[config.mk]
export PLATFORM = sky130hd
export DESIGN_NAME = irq_arbiter
export DESIGN_NICKNAME = d
export VERILOG_FILES = /design/src/rtl/irq_arb_pkg.sv /design/src/rtl/irq_fifo.sv /design/src/rtl/irq_arbiter.sv
export SDC_FILE = /design/constraint.sdc
export NUM_CORES = 1
export LEC_CHECK = 0
export CORE_UTILIZATION = 51
export CTS_CLUSTER_SIZE = 30
export DETAILED_ROUTE_END_ITERATION = 10
export GPL_TIMING_DRIVEN = 1
export PLACE_DENSITY = 0.75
export SLEW_MARGIN = 20
export SYNTH_ARGS = -nofsm -noshare
export SYNTH_HDL_FRONTEND = slang
export SYNTH_SLANG_ARGS = --single-unit
[constraint.sdc]
create_clock -name sys_clk -period 2.8 [get_ports sys_clk]
set_input_delay 0.42 -clock sys_clk [delete_from_list [all_inputs] [get_ports sys_clk]]
set_output_delay 0.42 -clock sys_clk [all_outputs]
set_load 0.02 [all_outputs]
[src/rtl/irq_arb_pkg.sv]
// Shared types and helpers for the interrupt arbiter.
package irq_arb_pkg;

  localparam int unsigned CNT_W = 8;

  typedef enum logic [1:0] {
    IDLE,
    PRESENT,
    WAIT_ACK,
    GAP
  } state_e;

  typedef enum logic {
    SRC_KEY,
    SRC_ETH
  } src_e;

  // Increment that sticks at all-ones instead of wrapping.
  function automatic logic [CNT_W-1:0] sat_inc(input logic [CNT_W-1:0] v);
    return (v == '1) ? v : v + CNT_W'(1);
  endfunction

endpackage

[src/rtl/irq_fifo.sv]
// Synchronous FIFO. A push into a full FIFO is accepted if the same FIFO
// is popped in that cycle; otherwise the push is ignored.
module irq_fifo #(
  parameter int unsigned WIDTH = 32,
  parameter int unsigned DEPTH = 4,
  localparam int unsigned AW = $clog2(DEPTH)
) (
  input  logic             sys_clk,
  input  logic             rst_n,
  input  logic             push,
  input  logic [WIDTH-1:0] din,
  input  logic             pop,
  output logic [WIDTH-1:0] dout,
  output logic             full,
  output logic             empty,
  output logic [AW:0]      count
);

  localparam logic [AW:0] CAP = (AW+1)'(DEPTH);

  logic [WIDTH-1:0] mem_q [DEPTH];
  logic [AW-1:0]    rd_ptr_q, rd_ptr_d;
  logic [AW-1:0]    wr_ptr_q, wr_ptr_d;
  logic [AW:0]      count_q, count_d;
  logic             do_push, do_pop;

  assign full  = (count_q == CAP);
  assign empty = (count_q == '0);
  assign count = count_q;
  assign dout  = mem_q[rd_ptr_q];

  // Pointer and occupancy update; pointers wrap naturally since DEPTH is a power of 2.
  always_comb begin
    do_pop   = pop && !empty;
    do_push  = push && (!full || do_pop);
    rd_ptr_d = rd_ptr_q;
    wr_ptr_d = wr_ptr_q;
    count_d  = count_q;
    if (do_pop)  rd_ptr_d = rd_ptr_q + AW'(1);
    if (do_push) wr_ptr_d = wr_ptr_q + AW'(1);
    case ({do_push, do_pop})
      2'b10:   count_d = count_q + (AW+1)'(1);
      2'b01:   count_d = count_q - (AW+1)'(1);
      default: count_d = count_q;
    endcase
  end

  // Control state register.
  always_ff @(posedge sys_clk) begin
    if (!rst_n) begin
      rd_ptr_q <= '0;
      wr_ptr_q <= '0;
      count_q  <= '0;
    end else begin
      rd_ptr_q <= rd_ptr_d;
      wr_ptr_q <= wr_ptr_d;
      count_q  <= count_d;
    end
  end

  // Storage write; when full with a simultaneous pop, the slot being read is reused.
  always_ff @(posedge sys_clk) begin
    if (do_push) mem_q[wr_ptr_q] <= din;
  end

endmodule

[src/rtl/irq_arbiter.sv]
// Buffers keyboard and board-link events and presents them to the processor
// as single-cycle interrupt pulses, one in flight at a time, round-robin.
module irq_arbiter
  import irq_arb_pkg::*;
#(
  parameter int unsigned DATA_W      = 32,
  parameter int unsigned ETH_W       = 24,
  parameter int unsigned KEY_DEPTH   = 4,
  parameter int unsigned ETH_DEPTH   = 4,
  parameter int unsigned ACK_TIMEOUT = 1024
) (
  input  logic              sys_clk,
  input  logic              rst_n,
  input  logic              key_evt,
  input  logic [DATA_W-1:0] key_data,
  input  logic              eth_evt,
  input  logic [ETH_W-1:0]  eth_data,
  output logic              irq_key,
  output logic              irq_eth,
  output logic [DATA_W-1:0] irq_data,
  input  logic              irq_ack,
  output logic              busy,
  output logic [CNT_W-1:0]  key_drops,
  output logic [CNT_W-1:0]  eth_drops,
  output logic [CNT_W-1:0]  timeouts
);

  localparam int unsigned KCW   = $clog2(KEY_DEPTH) + 1;
  localparam int unsigned ECW   = $clog2(ETH_DEPTH) + 1;
  localparam int unsigned TMO_W = $clog2(ACK_TIMEOUT);
  localparam logic [KCW-1:0]   KEY_CAP  = KCW'(KEY_DEPTH);
  localparam logic [ECW-1:0]   ETH_CAP  = ECW'(ETH_DEPTH);
  localparam logic [TMO_W-1:0] TMO_LOAD = TMO_W'(ACK_TIMEOUT - 1);

  state_e             state_q, state_d;
  src_e               src_q, src_d;
  logic [DATA_W-1:0]  irq_data_q, irq_data_d;
  logic [TMO_W-1:0]   tmo_q, tmo_d;
  logic [CNT_W-1:0]   key_drops_q, key_drops_d;
  logic [CNT_W-1:0]   eth_drops_q, eth_drops_d;
  logic [CNT_W-1:0]   timeouts_q, timeouts_d;

  logic               key_pop, eth_pop;
  logic               key_full, key_empty, eth_full, eth_empty;
  logic [KCW-1:0]     key_count;
  logic [ECW-1:0]     eth_count;
  logic [DATA_W-1:0]  key_head;
  logic [ETH_W-1:0]   eth_head;

  irq_fifo #(.WIDTH(DATA_W), .DEPTH(KEY_DEPTH)) u_key_fifo (
    .sys_clk (sys_clk),
    .rst_n   (rst_n),
    .push    (key_evt),
    .din     (key_data),
    .pop     (key_pop),
    .dout    (key_head),
    .full    (key_full),
    .empty   (key_empty),
    .count   (key_count)
  );

  irq_fifo #(.WIDTH(ETH_W), .DEPTH(ETH_DEPTH)) u_eth_fifo (
    .sys_clk (sys_clk),
    .rst_n   (rst_n),
    .push    (eth_evt),
    .din     (eth_data),
    .pop     (eth_pop),
    .dout    (eth_head),
    .full    (eth_full),
    .empty   (eth_empty),
    .count   (eth_count)
  );

  assert property (@(posedge sys_clk) disable iff (!rst_n) key_count <= KEY_CAP);
  assert property (@(posedge sys_clk) disable iff (!rst_n) eth_count <= ETH_CAP);

  assign irq_key   = (state_q == PRESENT) && (src_q == SRC_KEY);
  assign irq_eth   = (state_q == PRESENT) && (src_q == SRC_ETH);
  assign irq_data  = irq_data_q;
  assign busy      = (state_q != IDLE);
  assign key_drops = key_drops_q;
  assign eth_drops = eth_drops_q;
  assign timeouts  = timeouts_q;

  // Arbitration and interrupt handshake. src_q doubles as the round-robin
  // pointer: it only changes on a pop, and the source not recorded there wins.
  always_comb begin
    state_d    = state_q;
    src_d      = src_q;
    irq_data_d = irq_data_q;
    tmo_d      = tmo_q;
    timeouts_d = timeouts_q;
    key_pop    = 1'b0;
    eth_pop    = 1'b0;
    case (state_q)
      IDLE: begin
        if (!eth_empty && (key_empty || src_q == SRC_KEY)) begin
          eth_pop    = 1'b1;
          src_d      = SRC_ETH;
          irq_data_d = DATA_W'(eth_head);
          state_d    = PRESENT;
        end else if (!key_empty) begin
          key_pop    = 1'b1;
          src_d      = SRC_KEY;
          irq_data_d = key_head;
          state_d    = PRESENT;
        end
      end
      PRESENT: begin
        tmo_d   = TMO_LOAD;
        state_d = irq_ack ? GAP : WAIT_ACK;
      end
      WAIT_ACK: begin
        if (irq_ack) begin
          state_d = GAP;
        end else if (tmo_q == '0) begin
          timeouts_d = sat_inc(timeouts_q);
          state_d    = GAP;
        end else begin
          tmo_d = tmo_q - TMO_W'(1);
        end
      end
      GAP:     state_d = IDLE;
      default: state_d = IDLE;
    endcase
  end

  // Drop counters for events arriving at a full FIFO that is not being drained.
  always_comb begin
    key_drops_d = key_drops_q;
    eth_drops_d = eth_drops_q;
    if (key_evt && key_full && !key_pop) key_drops_d = sat_inc(key_drops_q);
    if (eth_evt && eth_full && !eth_pop) eth_drops_d = sat_inc(eth_drops_q);
  end

  // State register; reset leaves the pointer on KEY so ETH is served first.
  always_ff @(posedge sys_clk) begin
    if (!rst_n) begin
      state_q     <= IDLE;
      src_q       <= SRC_KEY;
      irq_data_q  <= '0;
      tmo_q       <= '0;
      key_drops_q <= '0;
      eth_drops_q <= '0;
      timeouts_q  <= '0;
    end else begin
      state_q     <= state_d;
      src_q       <= src_d;
      irq_data_q  <= irq_data_d;
      tmo_q       <= tmo_d;
      key_drops_q <= key_drops_d;
      eth_drops_q <= eth_drops_d;
      timeouts_q  <= timeouts_d;
    end
  end

endmodule

==> metrics.csv <==
metric,value,unit
sequential share of the synthesized area,69.9,%
Fin Setup TNS,0,ns
final hold violation count,0,
die width,156,µm
critical hold path startpoint,key_data[3],
hold slack,0.492,ns
GRT overflow,0,
routability cong.,0.803,
# Post-CTS Setup Buffers,0,
share of cells above drive strength 1,15.0,%
RSZ-0062 raised after global routing,no,
crit path kind,reg2out,
clk_lat worst skew,0.55,ns
Detail Placement HPWL,14400,µm
post-CTS sizing,0,
routed wire length,23000,µm
Synth Register Bits,311,
via count,6703,
Least-Margin Pin Slew,0.706,ns
Final Skew,0.0145,ns
R2R setup slack,0.27,ns
WL per Instance,18.6,µm
Post-synth EDFFs,224,
Starting Density,51.8,%
first-pass GRT wire length,36000,µm
Setup crit start,state_q[0]$_SDFFE_PN0P_,
Worst VDD drop,0.770,mV
Max H-tree Level,1,
peak fanout along the critical path,5,
Via density,5.43,
count of pins over their slew limit,0,
Synth cell types,44,
Critical Path AT,2.19,ns
"top cells by area, synth","edfxtp_1 (56%), dfxtp_1 (14%), mux4_2 (10%)",
Leak,0.00492,µW
First DRT Iteration DRCs,457,
vias in the first global route,6652,
Synth Instances,748,
antenna violations before repair,1,
largest net degree at the start of global routing,49,
Setup Viol. Count Final,0,
crit share post-route,93.1,%
Startpoint Class,register,
Power Dens Cells,917,mW/mm²
Post-synth ARST share,0,%
fmax,384,MHz
clk sink count,311,
worst min path class,in2reg,
Boundary Pins,120,
Global Route Usage Sum,19.5,%
slew margin rel.,52.6,%
Clock Path Buffers,3,
full die area,0.0244,mm²
Synth area leader,edfxtp_1,
Max Cap Viol,0,
Nets,972,
Post-route DRC,0,
Syn-to-layout area delta,21.9,%
"Warnings, synthesis",0,
I/O Buffers,119,
CTS root buf,clkbuf_16,
Core Rows,56,
clock-pin transition on the worst setup and hold timing paths,0.06,ns
FF-to-FF Start,state_q[0]$_SDFFE_PN0P_,
synthesized area,0.0121,mm²
DR pass1 iterations,5,
most frequent cell after synthesis,edfxtp_1,
Post-CTS Hold Buffers,0,
outcome,finished clean,
synthesized area per cell,16.2,µm²
# diodes,0,
Required @ worst endpoint,2.38,ns
Commonest cells post-synth,"edfxtp_1 (224), dfxtp_1 (87), mux4_2 (56), a21oi_1 (46), nor2_1 (42)",
CORE AREA,0.0234,mm²
Antenna Violating Nets Remaining,0,
ys flop type,edfxtp_1,
CTS Buf Count,31,
die span in y,156,µm
kind of end point of the critical path,primary output,
Synth Net Count,829,
post-layout minimum cycle time,2.61,ns
post-synth top area share,55.5,%
CTS tree,done,
[placed cells by master (no fill, tap or decap), types with 3 or more instances in the layout]
cell type / count
nand3_1: 15
edfxtp_1: 224
o21ai_0: 37
a211oi_1: 4
and2_1: 9
clkinv_2: 5
clkinv_1: 12
mux2i_1: 26
o31ai_1: 3
nand2_1: 20
nor3_1: 12
nor2_1: 42
buf_4: 19
xor2_1: 14
a21oi_1: 45
inv_1: 25
or3_1: 12
and3_1: 5
buf_12: 5
mux4_2: 56
xnor2_1: 13
clkbuf_16: 31
clkdlybuf4s50_1: 119
clkinvlp_4: 5
nor2b_1: 4
dfxtp_1: 86
ha_1: 18
nand4_1: 7
clkbuf_1: 4
a22oi_1: 8
[path summary, 6_finish.rpt]
| check | to | cells past startpoint |
|---|---|---|
| worst min-delay path | u_key_fifo.mem_q[1][3]$_DFFE_PP_ | 1 |
| worst max-delay path | busy | 4 |
| worst min register to register | eth_drops[1]$_SDFFE_PN0P_ | 2 |
| worst max register to register | u_eth_fifo.count[2]$_SDFFE_PN0P_ | 11 |
[critical path: stages (launching register included)]
cell             delay [ns]
dfxtp_1                0.33
inv_1                  0.09
ha_1                   0.31
inv_1                  0.23
clkdlybuf4s50_1        0.68
[through the flow]
stage / instance area (µm²) / cells / setup slack [ns] / total power, µW / utilization [%]
after floorplan: 12100 / 748 / 0.201 / 8570 / -
after CTS: 14800 / 1235 / 0.185 / 13700 / 63.1
after detailed placement: 13800 / 1177 / 0.226 / 9850 / 59.1
final: 14800 / 1235 / 0.193 / 13500 / 63.1
after global placement: 13800 / 1177 / 0.285 / 9770 / 59.1
after global routing: 14800 / 1235 / 0.0663 / 14200 / 63.1
[per-layer routing]
layer	GRT usage, %	wire [µm]	vias to the layer above
met5	0	11	-
met4	5.42	546	2
met3	3.72	1270	39
met2	33.0	11300	175
met1	25.7	9910	3310
li1	-	-	3177
[state kept, by name (all words and copies together), names as in the netlist, named ones only]
register and count:
tmo_q 10, state_q 2, irq_data 32, u_eth_fifo.count 3
u_key_fifo.mem_q 128, timeouts 8, u_eth_fifo.mem_q 96, src_q 1
eth_drops 8, key_drops 8, u_key_fifo.count 3, u_eth_fifo.rd_ptr_q 2
u_key_fifo.rd_ptr_q 2, u_key_fifo.wr_ptr_q 2, u_eth_fifo.wr_ptr_q 2
[kinds of logic (layout without fill, tap and decap cells)]
| kind of cell | Yosys count | in the layout | share of synthesized area, % |
|---|---|---|---|
| adder cells (fa/ha/maj) | 20 | 20 | 2.19 |
| buffers and inverters | 59 | 227 | 1.91 |
| XOR/XNOR | 27 | 27 | 1.95 |
| flip-flops | 311 | 311 | 69.9 |
| AND/OR/NAND/NOR | 139 | 139 | 5.92 |
| multiplexers | 82 | 82 | 12.6 |
| AO/OA/AOI/OAI | 110 | 110 | 5.56 |
[cell type report]
type,count,area (µm²)
fill,1710,8640
sequential,311,8470
multi-input combinational,378,3430
timing repair buffer,143,1430
clock buffer,35,791
tap,319,399
clock inverter,23,143
inverter,26,97.6
[where the power goes]
part / switching, µW / leakage (µW) / internal [µW]
registers: 380 / 0.00277 / 5580
logic: 2070 / 0.00171 / 1720
clock network: 1680 / 0.000443 / 2110
total: 4130 / 0.00492 / 9420
Note: power is estimated with default switching activity, not from simulation.
==> edit 1: new RTL, config.mk and constraints unchanged <==
Change the parameter `ACK_TIMEOUT` from 1024 to 2048.
--- a/src/rtl/irq_arbiter.sv
+++ b/src/rtl/irq_arbiter.sv
@@ -8,5 +8,5 @@
   parameter int unsigned KEY_DEPTH   = 4,
   parameter int unsigned ETH_DEPTH   = 4,
-  parameter int unsigned ACK_TIMEOUT = 1024
+  parameter int unsigned ACK_TIMEOUT = 2048
 ) (
   input  logic              sys_clk,
Function: no difference found for any inputs over 4 cycles, from zero or initial values and one cycle with rst_n low; that may be too few to reach the edited logic, so the function may still have changed.
==> edit 1 against the unedited design <==
Worst setup slack lost 61 ps; core utilization grew 0.29 points; total power grew 2.7%; sequential cell count grew 1; final area grew 0.75%; routed wire length grew 4.9%; synthesized area grew 0.82%; fmax shrank 2.3%; critical path type is now flip-flop to flip-flop; highest routed layer is now met4.
==> edit 1: results (changes against the unedited design) <==
stage,metric,value,unit,change
cts,insertion_delay,570,ps,was 550 ps
place,routabilityCongestion,0.8403,,was 0.8025
drt,wl_per_cell,19.19,um,was 18.61 um
drt,via_per_inst,5.510,,was 5.428
cts,cts_made_buffers,31,,unchanged
pwr,leakagePower,4.988,nW,was 4.920 nW
logic_synthesis,synth-edff-count,224,,unchanged
logic_synthesis,synthTopCellsByArea,"edfxtp_1 (55%), dfxtp_1 (14%), mux4_2 (10%)",,"was edfxtp_1 (56%), dfxtp_1 (14%), mux4_2 (10%)"
logic_synthesis,yosys_warnings,0,,unchanged
setup_path,ff2ff_setup_slack,130,ps,was 270 ps
setup_path,worstPathArrival,3170,ps,was 2190 ps
drt,met2RoutedLength,11820,um,"was 11,250 um"
grt,antenna_found_initial,0,,was 1
outcome,status,finished clean,,unchanged
pwr,peakVddDrop,0.5824,mV,was 0.7701 mV
sta,clock_skew,10.80,ps,was 14.50 ps
grt,grt_pass1_wl,37400,um,"was 36,020 um"
worst_hold_path,hold_class,input pin to flip-flop,,unchanged
logic_synthesis,yosysUniqueCellTypes,50,,was 44
logic_synthesis,syn-num-nets,849,,was 829
setup_path,cp_max_fo,5,,unchanged
drt,wirelength_met1,10650,um,was 9909 um
grt,track_usage,20.14,%,was 19.45%
cells_and_area,top_register,u_key_fifo.mem_q,,unchanged
drt,wl_met3,1053,um,was 1268 um
cells_and_area,antenna-diode-count,0,,unchanged
setup_path,crit_slowest_cell,or3b_4,,was clkdlybuf4s50_1
place,place_inst,1198,,"was 1,177"
place,dpl.hpwl,15290,um,"was 14,450 um"
sta,tightest_slew,792.2,ps,was 705.7 ps
logic_synthesis,ys_seq_area_share,69.51,%,was 69.91%
logic_synthesis,avgSynthCellArea,15.90,um^2,was 16.19 um^2
drt,drt_first_iter_violations,527,,was 457
cells_and_area,layout-drive-gt1-share,15.37,%,was 14.96%
logic_synthesis,ys_top_cells_by_count,"edfxtp_1 (224), dfxtp_1 (88), mux4_2 (56)",,"was edfxtp_1 (224), dfxtp_1 (87), mux4_2 (56)"
cts,cts-root-buf,clkbuf_16,,unchanged
grt,grt_start_max_net_pins,59,,was 49
place,post_dp_cell_area,13930,um^2,"was 13,820 um^2"
setup_path,max_stage_delay,420,ps,was 680 ps
drt,top_layer_used,met4,,was met5
drt,vias,6921,,"was 6,703"
cells_and_area,nNetsFinal,993,,was 972
==> edit 1: changes by cell type after synthesis, moves of 4 or more <==
cell	change
nand3_1	+4
xnor2_1	-4
nor2_1	+4
a21oi_1	+6
==> edit 1: worst paths after layout <==
| path | start | to | cells after the start |
|---|---|---|---|
| setup reg to reg | u_eth_fifo.count[2] | u_eth_fifo.count[2] | 10 |
| setup / recovery | u_eth_fifo.count[2] | u_eth_fifo.count[2] | 10 |
| hold / removal | key_data[26] | u_key_fifo.mem_q[2][26] | 1 |
| hold reg to reg | timeouts[6] | timeouts[6] | 1 |
==> edit 1: layer usage <==
| metal | track usage, % | vias up |
|---|---|---|
| li1 | - | 3256 |
| met1 | 27.17 | 3460 |
| met2 | 33.71 | 168 |
| met3 | 3.185 | 37 |
| met4 | 6.069 | 0 |
| met5 | 0 | - |
==> edit 1: cell type report <==
class	instances	area, um^2
Inverter	26	97.59
Multi-Input combinational cell	396	3501
Sequential cell	312	8492
Fill cell	1751	8598
Clock inverter	18	138.9
Clock buffer	40	809.5
Tap cell	319	399.1
Timing Repair Buffer	145	1436
==> edit 1: power breakdown <==
group	switching (W)	internal [W]	leakage, nW
logic	0.00220	0.00183	1.76
registers	0.000413	0.00561	2.78
clock network	0.00171	0.00214	0.446
==> edit 1: kinds of logic after synthesis <==
kind of cell    after synthesis  share of synthesized area, %
flops                       312                         69.51
compound gates              120                         5.676
mux                          81                         12.38
buf+inv                      60                         1.977
simple gates                152                         6.639
fa+ha+maj                    20                         2.172
xor+xnor                     23                         1.650
==> edit 1: worst max-delay path, delay by kind of cell, from the launching register on <==
| kind | cells | cell delay, ps |
|---|---|---|
| adders and majority gates | 2 | 550 |
| and+or+nand+nor | 3 | 1010 |
| buffers and inverters | 2 | 140 |
| xor gates and xnor gates | 1 | 150 |
| DFF | 1 | 380 |
| AOI/OAI and AO/OA | 2 | 370 |
==> edit 1: through the flow <==
stage	power [W]	worst slack (ps)	hold slack, ps
after CTS	0.01405	112.3	461.0
after detailed placement	0.01019	122.8	500.4
after floorplan	0.008789	95.11	467.4
after global placement	0.01010	195.1	480.5
final	0.01391	131.3	482.3
after global routing	0.01461	32.19	464.6
==> edit 2: new RTL, config.mk and constraints unchanged <==
Without the edit above. Make the reset (`rst_n`) asynchronous in 2 clocked blocks.
--- a/src/rtl/irq_fifo.sv
+++ b/src/rtl/irq_fifo.sv
@@ -47,5 +47,5 @@
 
   // Control state register.
-  always_ff @(posedge sys_clk) begin
+  always_ff @(posedge sys_clk or negedge rst_n) begin
     if (!rst_n) begin
       rd_ptr_q <= '0;
--- a/src/rtl/irq_arbiter.sv
+++ b/src/rtl/irq_arbiter.sv
@@ -135,5 +135,5 @@
 
   // State register; reset leaves the pointer on KEY so ETH is served first.
-  always_ff @(posedge sys_clk) begin
+  always_ff @(posedge sys_clk or negedge rst_n) begin
     if (!rst_n) begin
       state_q     <= IDLE;
Formal check against the unedited RTL: differs if rst_n is asserted again (counterexample within 4 cycles, from zero or initial values and one cycle with rst_n low); with rst_n held inactive, the same outputs for 4 cycles.
==> edit 2 against the unedited design <==
Total power rose by 19%; sequential cell count down 4; combinational power increased by 37%; final area is 2.4% higher; routed wire length up 8.4%; synthesized area increased by 1.7%; worst setup slack improved by 45 ps; sequential share of layout area is 0.86 points higher.
==> edit 2: results (changes against the unedited design) <==
stage,metric,value,unit,change
setup_path,worstPathArrival,3040,ps,was 2190 ps
setup_path,critPathKind,flip-flop to flip-flop,,was flip-flop to output pin
drt,dr.pass1.iters,5,,unchanged
grt,track_usage,21.10,%,was 19.45%
place,routabilityCongestion,0.8228,,was 0.8025
drt,via_per_inst,5.623,,was 5.428
grt,grt_pass1_vias,6913,,"was 6,652"
logic_synthesis,ys_seq_area_share,71.49,%,was 69.91%
logic_synthesis,synth-edff-count,224,,unchanged
logic_synthesis,synthArstFlopShare,27.04,%,was 0%
drt,post-route-drc-count,0,,unchanged
sta,clock_skew,12.97,ps,was 14.50 ps
cts,post_cts_buffers,0,,unchanged
pwr,leakagePower,5.568,nW,was 4.920 nW
cts,cts.clk_slew.worst_paths,60,ps,about the same
sta,whs,478.6,ps,was 492.3 ps
cells_and_area,nNetsFinal,914,,was 972
setup_path,ff2ff_setup_slack,240,ps,was 270 ps
logic_synthesis,yosysUniqueCellTypes,53,,was 44
cts,cts_made_buffers,31,,unchanged
logic_synthesis,syn-num-nets,768,,was 829
cells_and_area,layout-drive-gt1-share,17.25,%,was 14.96%
logic_synthesis,yosys_warnings,0,,unchanged
place,pre_cts_ws,351.3,ps,was 225.9 ps
setup_path,crit_slowest_cell,dfrtp_1,,was clkdlybuf4s50_1
setup_path,max_stage_delay,390,ps,was 680 ps
cells_and_area,largest_reg_flops,128,,unchanged
drt,drt_first_iter_violations,385,,was 457
place,io_buffers,119,,unchanged
cells_and_area,top_register,u_key_fifo.mem_q,,unchanged
worst_hold_path,hold_class,input pin to async pin,,was input pin to flip-flop
setup_path,cp_max_fo,4,,was 5
grt,grt_pass1_wl,38900,um,"was 36,020 um"
sta,tightest_slew,758.8,ps,was 705.7 ps
cts,h-tree-depth,1,,unchanged
logic_synthesis,ys_top_cells_by_count,"edfxtp_1 (224), dfrtp_1 (83), mux4_2 (56)",,"was edfxtp_1 (224), dfxtp_1 (87), mux4_2 (56)"
pwr,peakVddDrop,0.9127,mV,was 0.7701 mV
cts,insertion_delay,570,ps,was 550 ps
sta,period_minus_slack,2563,ps,was 2607 ps
outcome,status,finished clean,,unchanged
drt,routed_wl,24930,um,"was 22,990 um"
grt,antenna_found_initial,1,,unchanged
grt,grt_start_max_net_pins,55,,was 49
cts,cts-root-buf,clkbuf_16,,unchanged
logic_synthesis,synthTopCellsByArea,"edfxtp_1 (55%), dfrtp_1 (17%), mux4_2 (10%)",,"was edfxtp_1 (56%), dfxtp_1 (14%), mux4_2 (10%)"
cts,clockBufferDepth,3,,unchanged
place,dpl.hpwl,16220,um,"was 14,450 um"
setup_path,cp_top_family,adder cells,,was buffers and inverters
setup_path,r2r_start,state_q[0],,unchanged
-- edit 2: cell types whose count changed after synthesis, moves of 7 or more --
| cell | unedited run | this run |
|---|---|---|
| a21oi_1 | 46 | 2 |
| a22o_1 | 0 | 8 |
| a22oi_1 | 8 | 0 |
| buf_2 | 8 | 16 |
| clkbuf_1 | 24 | 6 |
| dfrtp_1 | 0 | 83 |
| dfxtp_1 | 87 | 0 |
| inv_1 | 26 | 19 |
| nand2_1 | 20 | 40 |
| nor2_1 | 42 | 13 |
| o21ai_0 | 37 | 24 |
| or3_1 | 12 | 4 |
-- edit 2: per-layer routing --
layer / wire, um / up-vias / track usage (%) / part of all wire [%]
met4: 783 / 0 / 6.611 / 3.1
met1: 10240 / 3383 / 27.71 / 41
met5: 0 / - / 0 / 0
met3: 1349 / 58 / 3.772 / 5.4
li1: - / 2969 / - / -
met2: 12550 / 214 / 35.88 / 50
-- edit 2: kinds of logic after synthesis --
group / count (synthesis) / share of synthesized area [%]
adder cells (fa/ha/maj): 20 / 2.154
AND/OR/NAND/NOR: 133 / 6.107
flip-flops: 307 / 71.49
XOR/XNOR: 32 / 2.276
AO/OA/AOI/OAI: 57 / 2.987
multiplexers: 92 / 13.24
buffers and inverters: 46 / 1.748
-- edit 2: area by class of cell --
cell class / instances / area, um^2
sequential: 307 / 8805
fill: 1639 / 8421
clock buffer: 49 / 944.7
clock inverter: 9 / 138.9
tap: 319 / 399.1
inverter: 19 / 71.32
multi-input combinational: 334 / 3312
antenna: 1 / 2.502
timing repair buffer: 140 / 1449
-- edit 2: final timing paths --
path | depth (start not counted) | to
setup reg to reg | 12 | u_eth_fifo.count[2]
hold / removal | 2 | eth_drops[5]
max in group asynchronous | 3 | irq_data[3]
min in group sys_clk | 1 | u_eth_fifo.mem_q[2][23]
hold reg to reg | 2 | irq_data[22]
setup / recovery | 12 | u_eth_fifo.count[2]
-- edit 2: where the power goes --
part / internal [W] / total [W] / switching [W]
combinational: 0.00241 / 0.00518 / 0.00277
sequential: 0.00606 / 0.00665 / 0.000590
clock: 0.00259 / 0.00426 / 0.00167
-- edit 2: stage by stage --
stage               instance area [um^2]  cells
finish                             15120   1178
floorplan                          12310    687
detailed placement                 14030   1118
global placement                   14030   1118
global route                       15120   1177
CTS                                15120   1177
-- edit 2: timing repair --
action	CTS	global route
setup endpoints to repair	0	0
endpoints found under the hold margin	53	0
gates resized for setup	0	0
hold buffers	1	0
-- edit 2: worst register-to-register path, cell delays in order (launching register included) --
cell and delay [ps]:
dfrtp_1 390, inv_1 110, ha_1 230, inv_1 130
o2111ai_1 200, and2_1 250, inv_1 70, ha_1 170
inv_1 70, fa_1 390, xor2_1 160, nor2_1 150
xor2_1 170
